[src/rtl/rca_multiword_seq.sv]
// rca_multiword_seq
//   Adds two W-bit operands (W = 4*NSLICE) plus a carry-in by reusing one 4-bit
//   ripple-carry slice, one nibble per clock, least significant nibble first.
//   The slice carry-out is registered between nibbles. The result register is
//   updated all at once on the last nibble, so partial sums never show on sum.
//
// Ports
//   clk    in   rising-edge clock
//   rst_n  in   asynchronous active-low reset
//   start  in   request, only looked at in IDLE
//   a, b   in   W-bit operands, captured when start is accepted
//   cin    in   carry into nibble 0, captured when start is accepted
//   busy   out  high in RUN and DONE
//   done   out  one-cycle pulse when sum/cout have just been updated
//   sum    out  W-bit result, held until the next completion
//   cout   out  carry out of the top nibble, held with sum
//
// State  | meaning
// -------+----------------------------------------------------------
// IDLE   | waiting for start; sum/cout hold the last result
// RUN    | one nibble per cycle, idx selects the nibble
// DONE   | result valid, done pulses for this single cycle

module rca_multiword_seq #(
  parameter int NSLICE = 4
) (
  input  logic                  clk,
  input  logic                  rst_n,
  input  logic                  start,
  input  logic [4*NSLICE-1:0]   a,
  input  logic [4*NSLICE-1:0]   b,
  input  logic                  cin,
  output logic                  busy,
  output logic                  done,
  output logic [4*NSLICE-1:0]   sum,
  output logic                  cout
);

  localparam int W     = 4 * NSLICE;
  localparam int IDX_W = (NSLICE > 1) ? $clog2(NSLICE) : 1;
  localparam logic [IDX_W-1:0] LAST_IDX = IDX_W'(NSLICE - 1);

  typedef enum logic [1:0] {
    S_IDLE = 2'd0,
    S_RUN  = 2'd1,
    S_DONE = 2'd2
  } state_e;

  state_e           state_q, state_d;
  logic [W-1:0]     op_a_q, op_a_d;
  logic [W-1:0]     op_b_q, op_b_d;
  logic [W-1:0]     acc_q, acc_d;
  logic [W-1:0]     sum_q, sum_d;
  logic [IDX_W-1:0] idx_q, idx_d;
  logic             carry_q, carry_d;
  logic             cout_q, cout_d;

  logic [3:0]       a_nib, b_nib;
  logic [4:0]       slice_res;
  logic [W-1:0]     acc_merged;

  // The shared 4-bit slice: nibble select, add, and write-back position.
  always_comb begin
    a_nib = '0;
    b_nib = '0;
    for (int i = 0; i < NSLICE; i++) begin
      if (idx_q == IDX_W'(i)) begin
        a_nib = op_a_q[4*i +: 4];
        b_nib = op_b_q[4*i +: 4];
      end
    end
    slice_res = {1'b0, a_nib} + {1'b0, b_nib} + {4'b0000, carry_q};
    acc_merged = acc_q;
    for (int i = 0; i < NSLICE; i++) begin
      if (idx_q == IDX_W'(i)) begin
        acc_merged[4*i +: 4] = slice_res[3:0];
      end
    end
  end

  always_comb begin
    state_d = state_q;
    op_a_d  = op_a_q;
    op_b_d  = op_b_q;
    acc_d   = acc_q;
    sum_d   = sum_q;
    idx_d   = idx_q;
    carry_d = carry_q;
    cout_d  = cout_q;
    case (state_q)
      S_IDLE: begin
        if (start) begin
          op_a_d  = a;
          op_b_d  = b;
          carry_d = cin;
          idx_d   = '0;
          acc_d   = '0;
          state_d = S_RUN;
        end
      end
      S_RUN: begin
        acc_d   = acc_merged;
        carry_d = slice_res[4];
        if (idx_q == LAST_IDX) begin
          // Publish the whole word at once, final nibble included.
          sum_d   = acc_merged;
          cout_d  = slice_res[4];
          idx_d   = '0;
          state_d = S_DONE;
        end else begin
          idx_d = idx_q + IDX_W'(1);
        end
      end
      S_DONE: begin
        state_d = S_IDLE;
      end
      default: begin
        state_d = S_IDLE;
      end
    endcase
  end

  always_ff @(posedge clk or negedge rst_n) begin
    if (!rst_n) begin
      state_q <= S_IDLE;
      op_a_q  <= '0;
      op_b_q  <= '0;
      acc_q   <= '0;
      sum_q   <= '0;
      idx_q   <= '0;
      carry_q <= 1'b0;
      cout_q  <= 1'b0;
    end else begin
      state_q <= state_d;
      op_a_q  <= op_a_d;
      op_b_q  <= op_b_d;
      acc_q   <= acc_d;
      sum_q   <= sum_d;
      idx_q   <= idx_d;
      carry_q <= carry_d;
      cout_q  <= cout_d;
    end
  end

  assign busy = (state_q != S_IDLE);
  assign done = (state_q == S_DONE);
  assign sum  = sum_q;
  assign cout = cout_q;

endmodule

[config.mk]
export PLATFORM = sky130hd
export DESIGN_NAME = rca_multiword_seq
export DESIGN_NICKNAME = d
export VERILOG_FILES = /design/src/rtl/rca_multiword_seq.sv
export SDC_FILE = /design/constraint.sdc
export NUM_CORES = 1
export LEC_CHECK = 0
export ABC_CLOCK_PERIOD_IN_PS = 2900
export CELL_PAD_IN_SITES_DETAIL_PLACEMENT = 1
export CELL_PAD_IN_SITES_GLOBAL_PLACEMENT = 2
export CORE_MARGIN = 10
export CORE_UTILIZATION = 32
export CTS_BUF_LIST = sky130_fd_sc_hd__clkbuf_4
export DETAILED_ROUTE_END_ITERATION = 12
export PLACE_DENSITY_LB_ADDON = 0.1
export SLEW_MARGIN = 0
export SYNTH_ARGS = -nofsm -noshare
export SYNTH_HDL_FRONTEND = slang
export SYNTH_SLANG_ARGS = --single-unit
[constraint.sdc]
create_clock -name clk -period 2.9 [get_ports clk]
set_clock_uncertainty 0.1 [all_clocks]
set_input_delay 0.435 -clock clk [delete_from_list [all_inputs] [get_ports clk]]
set_output_delay 0.435 -clock clk [all_outputs]
set_load 0.1 [all_outputs]
# Word-level counts from Yosys, hierarchy flattened
# Index checks and enable logic that the tools add are counted.
[op_classes]
addsub = 3
eq_ne = 7
mux = 22
reduce_logical = 8
[op_table]
columns = ["op", "n"]
rows = [
  ["4-bit two-way mux", 12],
  ["16-bit case mux with 2 select lines", 1],
  ["16-bit two-way mux", 1],
  ["2-bit two-way mux", 4],
  ["2-bit case mux with 2 select lines", 2],
  ["2-bit AND reduction", 4],
  ["2-bit equality test (second input constant)", 3],
  ["4-bit by 4-bit adder with 5-bit output", 1],
  ["5-bit by 1-bit adder with 5-bit output", 1],
  ["2-bit by 1-bit equality test with 1-bit output (second input constant)", 2],
  ["2-bit zero test", 2],
  ["2-bit inequality test (second input constant)", 2],
  ["2-bit nonzero test", 2],
  ["2-bit by 1-bit adder with 2-bit output (second input constant)", 1],
  ["1-bit case mux with 2 select lines", 1],
  ["1-bit two-way mux", 1],
]
[word_totals]
register_bits = 70
output_inout_bits = 19
word_cells = 48

# Logic depth before layout (Yosys ltp)
[logic_depth]
word_depth = 9
ltp_mapped = 14
depth_no_buf = 13

# Least setup slack after synthesis
# No wires, ideal clock.
[synth_timing]
path_type = "reg-to-reg"
startpoint = "reg idx_q[0]"
endpoint = "reg acc_q[1]"
setup_ps = 121
arrival_time_ps = 2784
t_required_ps = 2679
path_slack_ps = -105
stages_incl_launch_ff = 13
n_path_buf = 1
period_less_slack_ps = 3005
cell_sequence = "dfrtp_1 > ha_1 > clkbuf_1 > inv_1 > nand3_1 > a311oi_1 > a21oi_1 > fa_1 > inv_1 > fa_1 > nor2b_1 > a21o_1 > a22o_1"
[synth_via]
elab_chain_cells = 9
[synth_rtl]
columns = ["item", "line", "text"]
rows = [
  ["from (decl)", "54", "logic [IDX_W-1:0] idx_q, idx_d;"],
  ["from (signal assigned)", "139", "idx_q <= idx_d;"],
  ["2-bit zero test", "67, 75", ""],
  ["4-bit two-way mux (4 in series)", "67", "if (idx_q == IDX_W'(i)) begin"],
  ["4-bit by 4-bit adder with 5-bit output", "72", "slice_res = {1'b0, a_nib} + {1'b0, b_nib} + {4'b0000, carry_q};"],
  ["5-bit by 1-bit adder with 5-bit output", "72", ""],
  ["4-bit two-way mux (*)", "75", "if (idx_q == IDX_W'(i)) begin"],
  ["16-bit case mux with 2 select lines (*)", "90", "case (state_q)"],
  ["to (signal assigned)", "128", "acc_q <= '0;"],
  ["to (signal assigned)", "137", "acc_q <= acc_d;"],
  ["to (decl)", "52", "logic [W-1:0] acc_q, acc_d;"],
]
# Mark *: on every way between the ends. The rest lies on a longest branch, timed or not.
# A chain may end at the register's enable or synchronous reset.

# Final worst setup path
[layout_timing]
startpoint = "reg idx_q[0]"
endpoint = "reg acc_q[9]"
[layout_via]
elab_chain_cells = 9
[layout_rtl]
columns = ["item", "line"]
rows = [
  ["2-bit zero test", "67"],
  ["4-bit two-way mux (4 in series)", "67"],
  ["4-bit by 4-bit adder with 5-bit output", "72"],
  ["5-bit by 1-bit adder with 5-bit output", "72"],
  ["4-bit two-way mux (*)", "75"],
  ["16-bit case mux with 2 select lines (*)", "90"],
]
# Marked as above.

==> results.sh <==
export IMPL_status="completed"
export IMPL_final_cell_mix="dfrtp_1 (65), buf_4 (49), clkdlybuf4s50_1 (34)"
export IMPL_synth_distinct_cells=37
export IMPL_placedCellCount=479
export IMPL_area_delta_synth_final_pct=30.05
export IMPL_die_h_microns=120.1
export IMPL_cts_buffer_depth=2
export IMPL_clk_latency_ns=0.41
export IMPL_syn_area_sq_um=3206
export IMPL_grtUsageMet3_pct=3.422
export IMPL_floorplan_initialDensity_pct=32.80
export IMPL_worstSetupStartpointType="flip-flop"
export IMPL_syn_inst=287
export IMPL_synth_seq_cells=66
export IMPL_fmax_mhz=359.0
export IMPL_setup_violations=0
export IMPL_pin_count=55
export IMPL_grt_max_degree=33
export IMPL_drc=0
export IMPL_rows=36
export IMPL_end_kind="flip-flop"
export IMPL_post_dp_hpwl_microns=6334
export IMPL_viasPerCell=4.781
export IMPL_grt_pass1_vias=2600
export IMPL_cts_sinks=66
export IMPL_final_hold_viol_count=0
export IMPL_final_common_cell="dfrtp_1"
export IMPL_seq_area_frac_synth_pct=51.52
export IMPL_drt_iter0_markers=87
export IMPL_antenna_found_initial=0
export IMPL_die_area_sq_um=14420
export IMPL_ant_nets=0
export IMPL_hold_path_class="flip-flop to flip-flop"
export IMPL_io_buffers=54
export IMPL_grt_use_met1_pct=14.88
export IMPL_final_max_slew_violation_count=0
export IMPL_antenna_cells=0
export IMPL_finalCritPeriodShare_pct=96.05
export IMPL_grt_util_met2_pct=19.26
export IMPL_fillers=1116
export IMPL_globalRoute_busiestLayer="met2"
export IMPL_max_cap_violations=0
export IMPL_tightest_slew_ns=0.6832
export IMPL_crit_type="flip-flop to flip-flop"
export IMPL_cp_required_ns=3.10
export IMPL_drtPass1Iterations=4
export IMPL_root_buffer="clkbuf_4"
export IMPL_cts_clk_slew_worst_paths_ns=0.11
export IMPL_yosysWarnings=0
export IMPL_coreArea_sq_um=9774
export IMPL_final_cells=503
export IMPL_track_usage_pct=11.99
export IMPL_routabilityCongestion=0.7940
export IMPL_final_area_sq_um=4169
export IMPL_wl_per_cell_microns=16.75
export IMPL_placed_cell_area_sq_um=3943
export IMPL_syn_nets=332
export IMPL_drive_gt1_share_pct=31.08
export IMPL_cts_buffers=9
export IMPL_wirelength_microns=8427
export IMPL_relSlewSlack_pct=54.46
export IMPL_gr_total_overflow=0
export IMPL_synth_area_per_cell_sq_um=11.17
export IMPL_cts_tree="yes"
export IMPL_setup_tns_final_ns=0
export IMPL_die_w_microns=120.1
export IMPL_period_minus_slack_ns=2.785
export IMPL_vias=2405
export IMPL_cp_arrival_ns=2.99
export IMPL_cp_max_fo=11
export IMPL_fin_nets=411
export IMPL_htreeDepth=3
export IMPL_grt_pass1_wl_microns=13830
==> routing by layer <==
layer	share of wire, %	vias to the layer above
met3	4.6	8
met4	1.5	0
met1	46	1195
met5	0	-
met2	48	41
li1	-	1161
==> worst max-delay path, stage by stage (launching register included) <==
cell	delay (ns)
dfrtp_2	0.45
ha_4	0.22
inv_2	0.09
nand3_2	0.07
a311oi_2	0.24
a21oi_1	0.10
fa_2	0.40
inv_2	0.07
fa_2	0.44
nor2b_4	0.15
a21o_1	0.17
a22o_1	0.17
==> registers in the layout, summed over array words and instances, names as in the netlist <==
name	flops
cout	1
op_b_q	16
acc_q	12
sum	16
carry_q	1
state_q	2
op_a_q	16
idx_q	2
==> repair_timing <==
| action | CTS | global route |
|---|---|---|
| setup endpoints to repair | 6 | 14 |
| gates resized for setup | 3 | 11 |
| pin swaps | 1 | 6 |
| hold endpoints to repair | 27 | 0 |
| hold buffers | 1 | 0 |
| buffers inserted | 1 | 7 |
==> cell usage after synthesis (all sizes together) <==
cell / instances / share of area (%)
mux2i: 1 / 0.31
inv: 10 / 1.3
a21oi: 26 / 4.1
o21ai: 18 / 2.8
or2: 2 / 0.39
dfrtp: 66 / 52
a311oi: 2 / 0.55
ha: 7 / 2.7
a221oi: 2 / 0.55
clkinv: 1 / 0.12
nand3: 2 / 0.31
xor2: 2 / 0.78
buf: 14 / 3.5
nand3b: 4 / 0.94
o31ai: 9 / 2.1
o21bai: 1 / 0.23
nand2b: 1 / 0.43
a31oi: 1 / 0.20
fa: 2 / 1.2
xnor2: 1 / 0.27
clkbuf: 4 / 0.47
nor2b: 11 / 2.1
a22o: 9 / 2.5
and3: 6 / 1.2
nand2: 32 / 3.7
o221ai: 1 / 0.27
nor3b: 1 / 0.59
nor2: 8 / 0.94
a21o: 11 / 2.6
mux2: 32 / 11
==> worst paths after layout <==
path                          start          to  slack (ns)  cells past startpoint
min in group asynchronous     rst_n  state_q[0]        0.49                      2
max in group asynchronous     rst_n    acc_q[4]        1.45                      3
hold / removal              sum[15]     sum[15]        0.39                      2
setup / recovery           idx_q[0]    acc_q[9]        0.11                     11
setup reg to reg           idx_q[0]    acc_q[9]        0.11                     11
hold reg to reg             sum[15]     sum[15]        0.39                      2
==> final cells by class <==
cell class | count | area [sq um] | share of cell area, %
multi-input cells | 192 | 1458 | 34.96
well taps | 133 | 166.4 | 3.992
repair buffers | 86 | 743.2 | 17.83
clock buffers | 10 | 75.07 | 1.801
clock inverters | 5 | 22.52 | 0.5402
inverters | 11 | 51.30 | 1.230
flip-flops and latches | 66 | 1653 | 39.65
==> logic make-up (layout without fill, tap and decap cells) <==
| group | after synthesis | in the layout | share of synthesized area [%] |
|---|---|---|---|
| flip-flops | 66 | 66 | 51.52 |
| XOR/XNOR | 3 | 3 | 1.054 |
| buffers and inverters | 29 | 112 | 5.425 |
| multiplexers | 33 | 33 | 11.55 |
| adder cells (fa/ha/maj) | 9 | 9 | 3.981 |
| AND/OR/NAND/NOR | 67 | 67 | 10.66 |
| AO/OA/AOI/OAI | 80 | 80 | 15.81 |
==> per-stage QoR <==
step                      hold slack [ns]  utilization [%]  worst slack [ns]
after global routing               0.4235            42.65         -0.009046
after floorplan                   0.03941                -           0.02393
final                              0.3922            42.65            0.1145
after detailed placement           0.3768            40.34          -0.09565
after global placement             0.3639            40.34           0.01874
after CTS                          0.4006            41.67          0.001306
Power is not shown: default switching activity piles up to over one toggle a cycle in this logic, so the estimate is an artifact.
